<file path="src/rtl/cpu_types_pkg.sv">
// Shared CPU types: register-field width and the hazard sequencer state encoding.
// Pure declarations; no timing or flow-control behaviour of its own.
package cpu_types_pkg;

    localparam int REG_W = 5;

    typedef logic [REG_W-1:0] regbits_t;

    typedef enum logic [1:0] {
        RUN       = 2'd0,
        DMEM_WAIT = 2'd1,
        HALT      = 2'd2
    } hzd_state_t;

    // A MEM-stage access that is still outstanding this cycle.
    function automatic logic dmem_miss(input logic dren, input logic dwen, input logic hit);
        return (dren | dwen) & ~hit;
    endfunction

endpackage

</file>
<file path="src/rtl/load_use_detect.sv">
// Flags a load in EX whose destination feeds a source operand of the instruction in ID.
// Purely combinational, zero latency; r0 is never a hazard because it is hardwired to zero.
module load_use_detect
    import cpu_types_pkg::*;
(
    input  logic     ex_dren,
    input  regbits_t ex_dest,
    input  regbits_t id_rs,
    input  regbits_t id_rt,
    output logic     lu_hazard
);

    assign lu_hazard = ex_dren
                     && (ex_dest != '0)
                     && ((ex_dest == id_rs) || (ex_dest == id_rt));

endmodule

</file>
<file path="src/rtl/pipeline_hazard_ctrl.sv">
// Pipeline sequencer: per-stage enables/flushes, combinational from state+inputs (same cycle).
// A dcache miss freezes every stage until dhit; halt freezes everything until reset.
module pipeline_hazard_ctrl
    import cpu_types_pkg::*;
#(
    parameter int CNT_W = 32
) (
    input  logic             CLK,
    input  logic             nRST,
    input  logic             ihit,
    input  logic             dhit,
    input  logic             mem_dren,
    input  logic             mem_dwen,
    input  regbits_t         id_rs,
    input  regbits_t         id_rt,
    input  logic             ex_dren,
    input  regbits_t         ex_dest,
    input  logic             ex_redirect,
    input  logic             wb_halt,
    output logic             pc_en,
    output logic             ifid_en,
    output logic             ifid_flush,
    output logic             idex_en,
    output logic             idex_flush,
    output logic             exmem_en,
    output logic             memwb_en,
    output logic             halted,
    output logic [CNT_W-1:0] stall_cnt,
    output logic [CNT_W-1:0] flush_cnt
);

    localparam logic [CNT_W-1:0] CNT_ONE = CNT_W'(1);

    hzd_state_t state, next_state;
    logic       lu_hazard;
    logic       stall_inc, flush_inc;
    logic       do_run;
    logic [6:0] ctl;

    load_use_detect u_lu (
        .ex_dren   (ex_dren),
        .ex_dest   (ex_dest),
        .id_rs     (id_rs),
        .id_rt     (id_rt),
        .lu_hazard (lu_hazard)
    );

    // ctl = {pc_en, ifid_en, ifid_flush, idex_en, idex_flush, exmem_en, memwb_en}
    always_comb begin
        ctl        = 7'b0;
        next_state = state;
        stall_inc  = 1'b0;
        flush_inc  = 1'b0;
        do_run     = 1'b0;

        case (state)
            RUN: begin
                if (wb_halt) begin
                    next_state = HALT;
                end else if (dmem_miss(mem_dren, mem_dwen, dhit)) begin
                    next_state = DMEM_WAIT;
                    stall_inc  = 1'b1;
                end else begin
                    do_run = 1'b1;
                end
            end
            DMEM_WAIT: begin
                if (!dhit) begin
                    stall_inc = 1'b1;
                end else begin
                    do_run     = 1'b1;
                    next_state = RUN;
                end
            end
            HALT: begin
                next_state = HALT;
            end
            default: begin
                next_state = RUN;
            end
        endcase

        // Redirect wins over load-use and fetch miss: both younger slots are squashed.
        if (do_run) begin
            if (ex_redirect) begin
                ctl       = 7'b1111111;
                flush_inc = 1'b1;
            end else if (lu_hazard) begin
                ctl       = 7'b0001111;
                stall_inc = 1'b1;
            end else if (!ihit) begin
                ctl       = 7'b0011011;
                stall_inc = 1'b1;
            end else begin
                ctl = 7'b1101011;
            end
        end
    end

    assign {pc_en, ifid_en, ifid_flush, idex_en, idex_flush, exmem_en, memwb_en} =
        nRST ? ctl : 7'b0;

    assign halted = (state == HALT);

    always_ff @(posedge CLK or negedge nRST) begin
        if (!nRST) begin
            state     <= RUN;
            stall_cnt <= '0;
            flush_cnt <= '0;
        end else begin
            state <= next_state;
            if (stall_inc && (stall_cnt != '1)) begin
                stall_cnt <= stall_cnt + CNT_ONE;
            end
            if (flush_inc && (flush_cnt != '1)) begin
                flush_cnt <= flush_cnt + CNT_ONE;
            end
        end
    end

endmodule

</file>
<file path="config.mk">
export PLATFORM = sky130hd
export DESIGN_NAME = pipeline_hazard_ctrl
export DESIGN_NICKNAME = d
export VERILOG_FILES = /design/src/rtl/cpu_types_pkg.sv /design/src/rtl/load_use_detect.sv /design/src/rtl/pipeline_hazard_ctrl.sv
export SDC_FILE = /design/constraint.sdc
export NUM_CORES = 1
export LEC_CHECK = 0
export CELL_PAD_IN_SITES_DETAIL_PLACEMENT = 0
export CELL_PAD_IN_SITES_GLOBAL_PLACEMENT = 1
export CORE_ASPECT_RATIO = 0.6
export CORE_MARGIN = 2
export CORE_UTILIZATION = 30
export CTS_BUF_LIST = sky130_fd_sc_hd__clkbuf_4 sky130_fd_sc_hd__clkbuf_8
export CTS_CLUSTER_SIZE = 24
export DETAILED_ROUTE_END_ITERATION = 7
export PLACE_DENSITY = 0.67
export SLEW_MARGIN = 20
export SYNTH_ARGS = -nofsm -noshare
export SYNTH_HDL_FRONTEND = slang
export SYNTH_SLANG_ARGS = --single-unit
</file>
<file path="constraint.sdc">
create_clock -name CLK -period 2.55 [get_ports CLK]
set_input_delay 0.255 -clock CLK [delete_from_list [all_inputs] [get_ports CLK]]
set_output_delay 0.255 -clock CLK [all_outputs]
set_load 0.005 [all_outputs]
</file>
# --- After elaboration in Yosys (flattened, before gate mapping) ---
# Index checks and enable logic that the tools add are counted.
# W data, S select, Z words.
op_classes:
  addsub: 2
  mul: 0
  n_div: 0
  magnitude_cmp: 0
  n_eq_ne: 8
  shifts: 0
  mux: 23
  n_bitwise: 3
  reduce_logical: 8
ops:
  columns: ["cell", "n"]
  rows:
  - ["$add A32 B1 Y32 const B", 2]
  - ["$ne A32 B32 Y1 const B", 2]
  - ["$mux W7", 5]
  - ["$mux W1", 12]
  - ["$eq A5 B5 Y1", 2]
  - ["$mux W2", 3]
  - ["$pmux W2 S3", 1]
  - ["$reduce_bool A5 Y1", 1]
  - ["$logic_and A1 B1 Y1", 4]
  - ["$pmux W1 S2", 2]
  - ["$ne A3 B3 Y1 const B", 1]
  - ["$eq A2 B1 Y1 const B", 1]
  - ["$eq A2 B2 Y1 const B", 1]
  - ["$logic_not A2 Y1", 1]
  - ["$ne A2 B2 Y1 const B", 1]
  - ["$reduce_and A2 Y1", 1]
  - ["$and A1 B1 Y1", 1]
  - ["$logic_or A1 B1 Y1", 1]
  - ["$not A1 Y1", 1]
  - ["$or A1 B1 Y1", 1]
totals:
  register_bits: 66
  latchBits: 0
  ram_bits: 0
  mem_bits_ro: 0
  wordCells: 47
  memories: 0

# --- Longest topological paths before layout ---
# Gate-level depths: netlist of run 1.
depth:
  depth_word: 10
  mapped_depth: 9

# --- By module ---
# Synthesis of run 1 repeated with hierarchy kept, for this count alone.
unflattened:
  cells_unflattened: 343
  area_unflattened_um2: 3464.6
modules_own_cells:
  columns: ["module", "instances", "cells_each", "area_per_inst_um2", "seq_area_each_um2"]
  rows:
  - ["pipeline_hazard_ctrl", 1, 326, 3339.5, 1651.6]
  - ["load_use_detect", 1, 17, 125.1, 0.0]

# --- Worst setup path before layout of run 1 ---
# Ideal clock, no wire load.
synth_path:
  kind: "reg-to-reg"
  startpoint: "register stall_cnt[0]"
  endpoint: "register stall_cnt[28]"
  arrival_time_ns: 2.113
  required_ns: 2.425
  slack_ns: 0.312
  stages_incl_launch_ff: 9
  period_less_slack_ns: 2.238
  cell_sequence: "dfrtp_1 > ha_1 > nand3_1 > or2_2 > clkbuf_1 > nor2_1 > nand4_1 > nor3b_1 > mux2_2"
synth_between:
  elab_chain_cells: 2
  word_cells_on_any_way: 3
synth_lines:
  columns: ["element", "line_no", "text"]
  rows:
  - ["start, declared", "pipeline_hazard_ctrl.sv:28", "output logic [CNT_W-1:0] stall_cnt,"]
  - ["start signal, assigned", "pipeline_hazard_ctrl.sv:113", "stall_cnt <= stall_cnt + CNT_ONE;"]
  - ["branches (longest 2 deep; another with $add A32 B1 Y32)", null, null]
# Several ways; the timed one is not identified.
# A chain may end at the register's enable or synchronous reset.

# --- Worst setup path after layout of run 1 ---
layout_path:
  startpoint: "input ex_dest[3]"
  endpoint: "output idex_flush"
layout_between:
  elab_chain_cells: 7
  word_cells_on_any_way: 10
layout_lines:
  columns: ["element", "line_no", "text"]
  rows:
  - ["start, declared", "pipeline_hazard_ctrl.sv:17", "input regbits_t ex_dest,"]
  - ["$eq A5 B5 Y1 / $reduce_bool A5 Y1 (equally long branches)", "load_use_detect.sv:15, load_use_detect.sv:14", null]
  - ["$logic_or A1 B1 Y1 / $logic_and A1 B1 Y1 (equally long branches)", "load_use_detect.sv:15, load_use_detect.sv:14", null]
  - ["$logic_and A1 B1 Y1 *", "load_use_detect.sv:15", "&& ((ex_dest == id_rs) || (ex_dest == id_rt));"]
  - ["$mux W7 *", "pipeline_hazard_ctrl.sv:88", "end else if (lu_hazard) begin"]
  - ["$mux W7 *", "pipeline_hazard_ctrl.sv:85", "if (ex_redirect) begin"]
  - ["$mux W7 *", "pipeline_hazard_ctrl.sv:84", "if (do_run) begin"]
  - ["$mux W7 *", "pipeline_hazard_ctrl.sv:101", "nRST ? ctl : 7'b0;"]
  - ["end, declared", "pipeline_hazard_ctrl.sv:24", "output logic idex_flush,"]
# Mark *: on every way between the ends. The rest lies on a longest branch, timed or not.

==> Flow_metrics.wiki, run 1 <==
{| class="wikitable"
! Metric !! Value
|-
| Cts bufs inserted || 9
|-
| Count of inserted antenna diode cells || 0
|-
| Total GRT Usage || 0.1562
|-
| End point of the most critical hold path || stall_cnt[29]
|-
| RePlAce Congestion || 0.7487
|-
| Routed via count || 2,915
|-
| Final wirelength || 9105 µm
|-
| Hold_ws || 496.6 ps
|-
| Most frequent cells in the layout || 91 x sky130_fd_sc_hd__clkdlybuf4s50_1, 66 x sky130_fd_sc_hd__dfrtp_1, 40 x sky130_fd_sc_hd__xor2_1
|-
| Final clock period utilization by the worst path || 0.9350
|-
| Die Wd || 142.5 µm
|-
| Total power divided by cell area || 430.8 nW/µm²
|-
| Leading cell types by total area after synthesis || sky130_fd_sc_hd__dfrtp_1 48%, sky130_fd_sc_hd__xor2_1 10%, sky130_fd_sc_hd__xnor2_1 7.1%
|-
| Total non-filler cell area in the finished layout || 4887 µm²
|-
| Highest attainable clock frequency || 419.4 MHz
|-
| Yosys reg bits || 66
|-
| Syn Std Cell Area || 3453 µm²
|-
| Most common library cell in the layout ignoring fill and taps || sky130_fd_sc_hd__clkdlybuf4s50_1
|-
| Post-detailed-route DRC marker count || 0
|-
| Count of pins on the block boundary || 96
|-
| Worst setup skew after layout || 7.359 ps
|-
| Tightest Pin Transition || 599.0 ps
|-
| Met3 WL || 591 µm
|-
| Ys async rst share || 1.000
|-
| Total of endpoints with negative setup slack in the final report || 0
|-
| WS Path Type || input pin to primary output
|-
| PortBufs || 95
|-
| NumNets Final || 485
|-
| Sequential fraction of the synthesis area || 0.4783
|-
| Worst Hold Path Cells || 1
|-
| Source-to-sink clock delay at the later pin of the worst-skew pair || 340 ps
|-
| Level count of the clock H-tree || 3
|-
| CP most frequent cell || sky130_fd_sc_hd__clkdlybuf4s50_1
|-
| Element type at the critical path end || primary output
|-
| Final standard cell utilization of the core || 0.4340
|-
| Startpoint of the most critical hold path || stall_cnt[29]
|-
| Final Power || 2.105 mW
|-
| Element type at the critical path start || input pin
|-
| Required arrival time at the worst endpoint || 2300 ps
|-
| Unrepaired setup endpoints after global routing || false
|-
| Die H || 87.11 µm
|-
| Number of failing hold endpoints at the final stage || 0
|-
| Area of the core || 11,260 µm²
|-
| Top metal layer carrying routed signals || met4
|-
| Leak Pwr || 2.172 nW
|-
| Area overhead of the layout relative to synthesis || 41.52%
|-
| Standard-cell row count || 30
|-
| HPWL Detailed || 6895 µm
|-
| Family with the most delay on the worst path || buffers and inverters
|-
| Cells traversed along the worst timing path || clkdlybuf4s50_1 -> buf_4 -> xnor2_1 -> nand3_1 -> o22ai_2 -> nand2b_4 -> a21oi_1 -> clkdlybuf4s50_1
|-
| Cell taking the most area after synthesis || sky130_fd_sc_hd__dfrtp_1
|-
| Antenna violations before repair || 0
|-
| Placed Area || 4679 µm²
|-
| Max Fanout on Critical Path || 3
|-
| EDFF count, synth || 0
|-
| Fraction of layout instances using a drive strength above 1 || 0.1277
|-
| Number of iterations in the first detailed-routing pass || 4
|-
| CTS tree || done
|-
| Aggregate global routing overflow || 0
|-
| Worst hold path class || flip-flop to flip-flop
|-
| Starting utilization of the core area || 0.3067
|-
| R2R cell count || 7
|-
| Result of the run || finished, final reports clean
|-
| Final count of pins violating max slew || 0
|-
| Number of warnings issued by yosys || 0
|-
| 1st-iter DRT viols || 134
|-
| Sink Count || 66
|-
| Total instance count after detailed placement || 590
|-
| Syn avg cell area || 10.10 µm²
|-
| Maximum vdd ir drop || 0.1885 mV
|-
| Post-detailed-route via-to-cell ratio || 4.810
|-
| Critical path arrival || 2130 ps
|-
| Max-cap violation count || 0
|-
| Clock tree root buffer cell || sky130_fd_sc_hd__clkbuf_8
|-
| Number of distinct library cells after synthesis || 42
|-
| Worst flop-to-flop path endpoint || stall_cnt[28]
|-
| Critical path's slowest cell || sky130_fd_sc_hd__clkdlybuf4s50_1
|-
| Clk buf depth || 2
|-
| Count of buffer and inverter cells on the critical path || 3
|-
| Final std cells w/o fill || 606
|-
| Routed length on met2 || 3445 µm
|-
| Synthesized netlist cell count || 342
|-
| Worst slew margin || 0.6006
|-
| Antenna-violating nets left || 0
|-
| Global-route wire length before repair || 15,040 µm
|-
| Proportion of netlist area held by the largest area contributor || 0.4783
|-
| Startpoint of the most critical register-to-register path || stall_cnt[0]
|-
| Area of the die || 12,410 µm²
|-
| Setup slack of the worst register-to-register path || 240 ps
|-
| Post-Syn Nets || 368
|-
| Prevailing post-synth register cell || sky130_fd_sc_hd__dfrtp_1
|-
| Crit-path max cell delay || 520 ps
|-
| Vias in the first global route || 2,868
|-
| Shortest clock period the worst path allows after layout || 2384 ps
|-
| Maximum number of pins on one net before global-route repair || 47
|-
| Routed metal-1 wirelength || 5022 µm
|-
| Clock slew at reported path FFs || 70 ps
|-
| Wire per inst || 15.02 µm
|}
per-stage QoR:
| stage | setup WS [ps] | TNS [ps] |
|---|---|---|
| floorplan | 311.8 | 0 |
| global placement | -73.75 | -161.4 |
| detailed placement | -130.9 | -324.5 |
| CTS | 12.14 | 0 |
| global route | 24.85 | 0 |
| finish | 165.8 | 0 |
cells by family after synthesis:
kind of cell	Yosys count	share of synthesized area
fa+ha+maj	2	0.007245
buf+inv	20	0.02898
flops	66	0.4783
compound gates	17	0.03768
xor+xnor	68	0.1725
mux	5	0.01630
simple gates	164	0.2591
worst reg2reg max path, stage by stage, from the launching register on:
cell and delay, ps:
sky130_fd_sc_hd__dfrtp_1 410, sky130_fd_sc_hd__ha_1 200, sky130_fd_sc_hd__nand3_1 120, sky130_fd_sc_hd__or2_2 390, sky130_fd_sc_hd__nor2_1 210, sky130_fd_sc_hd__nand4_1 260
sky130_fd_sc_hd__nor3b_1 270, sky130_fd_sc_hd__mux2_2 350
power breakdown:
part	leakage [nW]	total [mW]	internal, mW	switching, mW
Clock	0.0845	0.766	0.376	0.390
Combinational	1.21	0.216	0.135	0.0811
Sequential	0.880	1.12	1.08	0.0436
what timing repair did:
| action | CTS | global route |
|---|---|---|
| endpoints found under the hold margin | 20 | 0 |
| pin swaps | 1 | 1 |
| buffers inserted | 1 | 0 |
| resized for setup | 4 | 4 |
| endpoints found under the setup margin | 3 | 5 |
| hold buffers | 1 | 0 |
how the worst max path moves through the flow:
stage | cells after the start | slack [ps] | start | to
2_1_floorplan | 8 | 310 | stall_cnt[0] | stall_cnt[28]
3_3_place_gp | 7 | -70 | ex_dest[0] | pc_en
3_5_place_dp | 7 | -130 | ex_dest[0] | pc_en
4_1_cts | 7 | 10 | ex_dest[0] | ifid_en
5_1_grt | 10 | 20 | ex_dest[0] | pc_en
6_report | 8 | 170 | ex_dest[3] | idex_flush
cell type report:
| type | instances | area [µm²] |
|---|---|---|
| repair buffers | 117 | 1130 |
| clock buffers | 11 | 145.1 |
| well taps | 144 | 180.2 |
| clock inverters | 3 | 17.52 |
| inverters | 9 | 33.78 |
| multi-input cells | 256 | 1729 |
| flip-flops and latches | 66 | 1652 |
| fillers | 1105 | 6374 |
routing by layer:
metal | GRT usage | vias to the layer above
li1 | - | 1444
met1 | 0.2381 | 1383
met2 | 0.2076 | 84
met3 | 0.06102 | 4
met4 | 0.02700 | 0
met5 | 0 | -
cells in the mapped netlist, drive strengths merged (2+ instances only):
master and instances:
dfrtp 66, xor2 40, nand2 29, nor2 29, xnor2 28, nand3 23, nor3 19, nand4 16
nor4 14, buf 9, inv 9, and3 6, and4 5, mux2 5, nand2b 5, or4 5
a21oi 4, o2111ai 4, nor4b 3, or2 3, a2111o 2, a21o 2, and2 2, clkbuf 2
ha 2, nor3b 2
registers in the layout (all words and copies together) (netlist names):
name,flops
flush_cnt,32
stall_cnt,32
state,2
Power figures use the tool's default switching activity.
==> run 2, diff against run 1 <==
--- a/config.mk
+++ b/config.mk
@@ -13,7 +13,7 @@
 export CTS_BUF_LIST = sky130_fd_sc_hd__clkbuf_4 sky130_fd_sc_hd__clkbuf_8
 export CTS_CLUSTER_SIZE = 24
 export DETAILED_ROUTE_END_ITERATION = 7
-export PLACE_DENSITY = 0.67
+export PLACE_DENSITY_LB_ADDON = 0.1
 export SLEW_MARGIN = 20
 export SYNTH_ARGS = -nofsm -noshare
 export SYNTH_HDL_FRONTEND = slang
==> run 2 against run 1 <==
Against the previous run: die area stayed put; sequential share of layout area down 0.35 points; count of clock-buffer cells in the layout rose by 1; routed wire length is 3.3% higher; maximum frequency increased by 0.93%; sequential power about the same; combinational power rose by 8%; largest power group unchanged.
==> Flow_metrics.wiki, run 2 (synthesized netlist as in run 1, its figures left out) <==
{| class="wikitable"
! Metric !! Value
|-
| Sink Count || 66
|-
| Count of inserted antenna diode cells || 0
|-
| Routed via count || 2,952
|-
| Worst setup skew after layout || 10.45 ps
|-
| Cts bufs inserted || 9
|-
| Global-route wire length before repair || 15,400 µm
|-
| Wire per inst || 15.42 µm
|-
| Die H || 87.11 µm
|-
| Element type at the critical path start || input pin
|-
| Most frequent cells in the layout || 91 x sky130_fd_sc_hd__clkdlybuf4s50_1, 66 x sky130_fd_sc_hd__dfrtp_1, 40 x sky130_fd_sc_hd__xor2_1
|-
| Most common library cell in the layout ignoring fill and taps || sky130_fd_sc_hd__clkdlybuf4s50_1
|-
| Startpoint of the most critical register-to-register path || state[0]
|-
| Source-to-sink clock delay at the later pin of the worst-skew pair || 340 ps
|-
| Clock slew at reported path FFs || 70 ps
|-
| Total GRT Usage || 0.1607
|-
| Worst slew margin || 0.4185
|-
| HPWL Detailed || 6866 µm
|-
| Result of the run || finished, final reports clean
|-
| Worst hold path class || input pin to async pin
|-
| Area overhead of the layout relative to synthesis || 43.01%
|-
| Antenna violations before repair || 0
|-
| Post-placement worst setup slack || -111.6 ps
|-
| 1st-iter DRT viols || 152
|-
| Required arrival time at the worst endpoint || 2300 ps
|-
| CTS tree || done
|-
| Area of the die || 12,410 µm²
|-
| Final standard cell utilization of the core || 0.4386
|-
| Tightest Pin Transition || 872.2 ps
|-
| Highest attainable clock frequency || 423.3 MHz
|-
| Number of iterations in the first detailed-routing pass || 4
|-
| Final count of pins violating max slew || 0
|-
| Maximum vdd ir drop || 0.1727 mV
|-
| Total of endpoints with negative setup slack in the final report || 0
|-
| Standard-cell row count || 30
|-
| Final worst slack || 187.8 ps
|-
| Family with the most delay on the worst path || buffers and inverters
|-
| Post-detailed-route DRC marker count || 0
|-
| Post-detailed-route via-to-cell ratio || 4.839
|-
| Count of buffer and inverter cells on the critical path || 3
|-
| Count of pins on the block boundary || 96
|-
| Antenna-violating nets left || 0
|-
| Timing startpoint of the critical path || ex_dest[4]
|-
| Area of the core || 11,260 µm²
|-
| NumNets Final || 488
|-
| Maximum number of pins on one net before global-route repair || 67
|-
| Element type at the critical path end || primary output
|-
| Clk buf depth || 2
|-
| PortBufs || 95
|-
| WS Path Type || input pin to primary output
|-
| Aggregate global routing overflow || 0
|-
| Final wirelength || 9405 µm
|-
| CP most frequent cell || sky130_fd_sc_hd__clkdlybuf4s50_1
|-
| Shortest clock period the worst path allows after layout || 2362 ps
|-
| Fraction of layout instances using a drive strength above 1 || 0.1373
|-
| Vias in the first global route || 2,843
|-
| RePlAce Congestion || 0.7911
|-
| Die Wd || 142.5 µm
|-
| Unrepaired setup endpoints after global routing || false
|-
| Critical path's slowest cell || sky130_fd_sc_hd__clkdlybuf4s50_1
|-
| Biggest regs || flush_cnt: 32 flops, stall_cnt: 32 flops, state: 2 flops
|-
| Placed Area || 4702 µm²
|-
| Total power divided by cell area || 454.7 nW/µm²
|-
| Crit-path max cell delay || 520 ps
|-
| Starting utilization of the core area || 0.3067
|-
| Max-cap violation count || 0
|-
| Final clock period utilization by the worst path || 0.9263
|-
| Leak Pwr || 2.214 nW
|-
| Number of failing hold endpoints at the final stage || 0
|-
| Critical path arrival || 2110 ps
|-
| Max Fanout on Critical Path || 3
|-
| Level count of the clock H-tree || 3
|-
| Clock tree root buffer cell || sky130_fd_sc_hd__clkbuf_8
|-
| Total non-filler cell area in the finished layout || 4938 µm²
|-
| Final Power || 2.245 mW
|-
| Cells traversed along the worst timing path || clkdlybuf4s50_1 -> buf_4 -> xnor2_1 -> nand3_1 -> o22ai_2 -> nand2b_4 -> a21oi_1 -> clkdlybuf4s50_1
|}
==> run 2: cell types whose count changed in the layout (fill, tap and decap cells not counted), sizes merged <==
cell	previous run	this run
clkbuf	11	12
dlygate4sd3	1	0
bufinv	0	1
clkinvlp	1	0
buf	22	26
==> run 2: worst paths after layout <==
check                           slack, ps  depth (start not counted)       endpoint
worst min register to register        490                          1   flush_cnt[5]
worst max register to register        230                          6  flush_cnt[30]
min in group CLK                      490                          1   flush_cnt[5]
worst max-delay path                  190                          8     idex_flush
worst min-delay path                  150                          2  flush_cnt[15]
max in group asynchronous            1830                          2  flush_cnt[20]
==> run 2: layout make-up <==
class | count | area [µm²]
multi-input cells | 256 | 1730
repair buffers | 120 | 1150
fillers | 1083 | 6322
well taps | 144 | 180.2
clock buffers | 12 | 152.6
clock inverters | 3 | 40.04
inverters | 9 | 33.78
flip-flops and latches | 66 | 1652
==> run 2: report_power, final <==
| group | total (mW) | leakage, nW | internal (mW) | switching, mW |
|---|---|---|---|---|
| clock | 0.895 | 0.103 | 0.492 | 0.402 |
| combinational | 0.233 | 1.23 | 0.144 | 0.0894 |
| sequential | 1.12 | 0.880 | 1.08 | 0.0383 |
| total | 2.25 | 2.21 | 1.72 | 0.530 |
==> run 2: layer usage <==
metal / vias up / GRT usage / wire (µm)
li1: 1441 / - / -
met1: 1427 / 0.2523 / 5203
met2: 76 / 0.2019 / 3519
met3: 8 / 0.05607 / 588
met4: 0 / 0.04320 / 92
met5: - / 0 / 0
==> run 2: through the flow <==
| step | hold slack [ps] | std cells | TNS [ps] |
|---|---|---|---|
| after global routing | 225.5 | 610 | 0 |
| after global placement | 471.2 | 593 | -54.89 |
| after detailed placement | 478.9 | 593 | -390.0 |
| after floorplan | -40.59 | 342 | 0 |
| final | 146.9 | 610 | 0 |
| after CTS | 185.5 | 608 | 0 |
==> run 2: what timing repair did <==
item | in CTS | in global routing
hold buffers | 0 | 0
endpoints found under the setup margin | 3 | 4
pin swaps | 0 | 3
resized for setup | 4 | 4
setup buffers | 0 | 2
cloned | 0 | 0
==> run 2: worst reg2reg max path, cell delays in order (launching register included) <==
cell and delay (ps):
sky130_fd_sc_hd__dfrtp_1 430, sky130_fd_sc_hd__nor3_1 200, sky130_fd_sc_hd__buf_4 140, sky130_fd_sc_hd__o2111ai_1 180, sky130_fd_sc_hd__or4_2 690, sky130_fd_sc_hd__nor3_1 210
sky130_fd_sc_hd__mux2_2 350
==> run 3, diff against run 2 <==
--- a/config.mk
+++ b/config.mk
@@ -5,6 +5,7 @@
 export SDC_FILE = /design/constraint.sdc
 export NUM_CORES = 1
 export LEC_CHECK = 0
+export CAP_MARGIN = 20
 export CELL_PAD_IN_SITES_DETAIL_PLACEMENT = 0
 export CELL_PAD_IN_SITES_GLOBAL_PLACEMENT = 1
 export CORE_ASPECT_RATIO = 0.6
@@ -14,7 +15,9 @@
 export CTS_CLUSTER_SIZE = 24
 export DETAILED_ROUTE_END_ITERATION = 7
 export PLACE_DENSITY_LB_ADDON = 0.1
+export SETUP_SLACK_MARGIN = 0.1
 export SLEW_MARGIN = 20
 export SYNTH_ARGS = -nofsm -noshare
 export SYNTH_HDL_FRONTEND = slang
 export SYNTH_SLANG_ARGS = --single-unit
+export TNS_END_PERCENT = 10
==> run 3 against run 2 <==
Against the previous run: worst hold slack better by 6.6 ps; non-clock buffer count is 1 lower; register-to-register slack worse by 20 ps; routed wire length is 0.11% higher; first-iteration DRC count is 2.0% lower; setup slack better by 23 ps; sequential share of layout area hardly changed; clock power hardly changed; combinational power hardly changed; cell area is 0.13% lower.
==> Flow_metrics.wiki, run 3 (synthesized netlist as in run 1, its figures left out) <==
{| class="wikitable"
! Metric !! Value
|-
| Result of the run || finished, final reports clean
|-
| Final clock period utilization by the worst path || 0.9173
|-
| Family with the most delay on the worst path || simple AND/OR/NAND/NOR gates
|-
| Post-detailed-route via-to-cell ratio || 4.847
|-
| Worst setup skew after layout || 11.33 ps
|-
| Sum Neg Setup Slack || 0 ps
|-
| Antenna violations before repair || 0
|-
| Number of iterations in the first detailed-routing pass || 4
|-
| Starting utilization of the core area || 0.3067
|-
| Most common library cell in the layout ignoring fill and taps || sky130_fd_sc_hd__clkdlybuf4s50_1
|-
| Most frequent cells in the layout || 90 x sky130_fd_sc_hd__clkdlybuf4s50_1, 66 x sky130_fd_sc_hd__dfrtp_1, 40 x sky130_fd_sc_hd__xor2_1
|-
| 1st-iter DRT viols || 149
|-
| Maximum vdd ir drop || 0.1721 mV
|-
| Routed length on met2 || 3525 µm
|-
| Number of failing hold endpoints at the final stage || 0
|-
| Final Power || 2.247 mW
|-
| Final wirelength || 9415 µm
|-
| Total of endpoints with negative setup slack in the final report || 0
|-
| Aggregate global routing overflow || 0
|-
| Max Fanout on Critical Path || 5
|-
| Biggest regs || flush_cnt: 32 flops, stall_cnt: 32 flops, state: 2 flops
|-
| Level count of the clock H-tree || 3
|-
| Met3 WL || 584 µm
|-
| Total GRT Usage || 0.1607
|-
| Crit-path max cell delay || 700 ps
|-
| Fraction of layout instances using a drive strength above 1 || 0.1376
|-
| Element type at the critical path end || flip-flop
|-
| Max-cap violation count || 0
|-
| PortBufs || 95
|-
| Die Wd || 142.5 µm
|-
| Clock tree root buffer cell || sky130_fd_sc_hd__clkbuf_8
|-
| Standard-cell row count || 30
|-
| Area of the core || 11,260 µm²
|-
| Wire per inst || 15.46 µm
|-
| Worst slew margin || 0.4190
|-
| Area of the die || 12,410 µm²
|-
| Clk buf depth || 2
|-
| NumNets Final || 487
|-
| Count of pins on the block boundary || 96
|-
| Routed via count || 2,952
|-
| Tightest Pin Transition || 871.4 ps
|-
| RePlAce Congestion || 0.7911
|-
| Source-to-sink clock delay at the later pin of the worst-skew pair || 340 ps
|-
| Element type at the critical path start || flip-flop
|-
| HPWL Detailed || 6866 µm
|-
| Die H || 87.11 µm
|-
| Sink Count || 66
|-
| Routed metal-1 wirelength || 5216 µm
|-
| Placed Area || 4702 µm²
|-
| Unrepaired setup endpoints after global routing || true
|-
| Cells traversed along the worst timing path || nor3_1 -> buf_4 -> o2111ai_1 -> or4_2 -> nor3_1 -> mux2_2
|-
| Vias in the first global route || 2,843
|-
| Final count of pins violating max slew || 0
|-
| Worst hold path class || input pin to async pin
|-
| Leak Pwr || 2.199 nW
|-
| Required arrival time at the worst endpoint || 2780 ps
|-
| CTS tree || done
|-
| Highest attainable clock frequency || 427.5 MHz
|-
| Cts bufs inserted || 9
|-
| Global-route wire length before repair || 15,400 µm
|-
| Critical path's slowest cell || sky130_fd_sc_hd__or4_2
|-
| Critical path arrival || 2570 ps
|-
| Clock slew at reported path FFs || 70 ps
|-
| Area overhead of the layout relative to synthesis || 42.83%
|-
| Post-detailed-route DRC marker count || 0
|-
| Top metal layer carrying routed signals || met4
|-
| Count of inserted antenna diode cells || 0
|-
| Count of buffer and inverter cells on the critical path || 1
|-
| Maximum number of pins on one net before global-route repair || 67
|-
| CP most frequent cell || sky130_fd_sc_hd__nor3_1
|-
| WS Path Type || flip-flop to flip-flop
|-
| Total non-filler cell area in the finished layout || 4932 µm²
|-
| Total power divided by cell area || 455.6 nW/µm²
|-
| Shortest clock period the worst path allows after layout || 2339 ps
|-
| Antenna-violating nets left || 0
|}
==> run 3: changes by cell type in the layout (fill, tap and decap cells not counted), sizes merged <==
cell / delta
clkdlybuf4s50: -1
buf: -1
dlymetal6s2s: -1
dlygate4sd2: +2
==> run 3: layer usage <==
layer,up-vias,track usage
met3,8,0.05607
met5,-,0
met2,76,0.2019
met4,0,0.04320
li1,1439,-
met1,1429,0.2523
==> run 3: final timing paths <==
kind	to	slack, ps	depth (start not counted)	from
worst max-delay path	flush_cnt[30]	210	6	state[0]
worst min-delay path	flush_cnt[15]	150	2	nRST
worst max register to register	flush_cnt[30]	210	6	state[0]
worst min register to register	flush_cnt[5]	490	1	flush_cnt[5]
max in group asynchronous	flush_cnt[20]	1820	2	nRST
min in group CLK	flush_cnt[5]	490	1	flush_cnt[5]
==> run 3: worst register-to-register path: stages, from the launching register on <==
cell,delay [ps]
sky130_fd_sc_hd__dfrtp_1,430
sky130_fd_sc_hd__nor3_1,210
sky130_fd_sc_hd__buf_4,140
sky130_fd_sc_hd__o2111ai_1,190
sky130_fd_sc_hd__or4_2,700
sky130_fd_sc_hd__nor3_1,210
sky130_fd_sc_hd__mux2_2,350
==> run 3: metrics by stage <==
stage	hold slack [ps]	worst slack (ps)	std cells	util
after floorplan	-40.59	311.8	342	-
after global placement	471.2	-25.97	593	0.4176
after detailed placement	478.9	-111.6	593	0.4176
after CTS	185.5	137.8	608	0.4359
after global routing	235.9	41.90	609	0.4380
final	153.5	210.9	609	0.4380
==> run 3: cell type report <==
cell class                      count  area [µm²]
Clock buffer                       12       152.6
Fill cell                        1086        6329
Timing Repair Buffer              119        1137
Inverter                            9       33.78
Tap cell                          144       180.2
Clock inverter                      3       40.04
Multi-Input combinational cell    256        1737
Sequential cell                    66        1652
==> run 3: power breakdown <==
part | internal [mW] | switching (mW) | leakage [nW]
Combinational | 0.143 | 0.0899 | 1.22
Clock | 0.493 | 0.404 | 0.103
Sequential | 1.08 | 0.0383 | 0.880
==> run 3: what timing repair did <==
action / 4_1_cts / 5_1_grt
hold buffers: 0 / 0
endpoints found under the setup margin: 4 / 12
cloned: 0 / 0
endpoints found under the hold margin: 0 / 0
gates resized for setup: 7 / 3
pin swaps: 0 / 1
setup buffers: 0 / 1
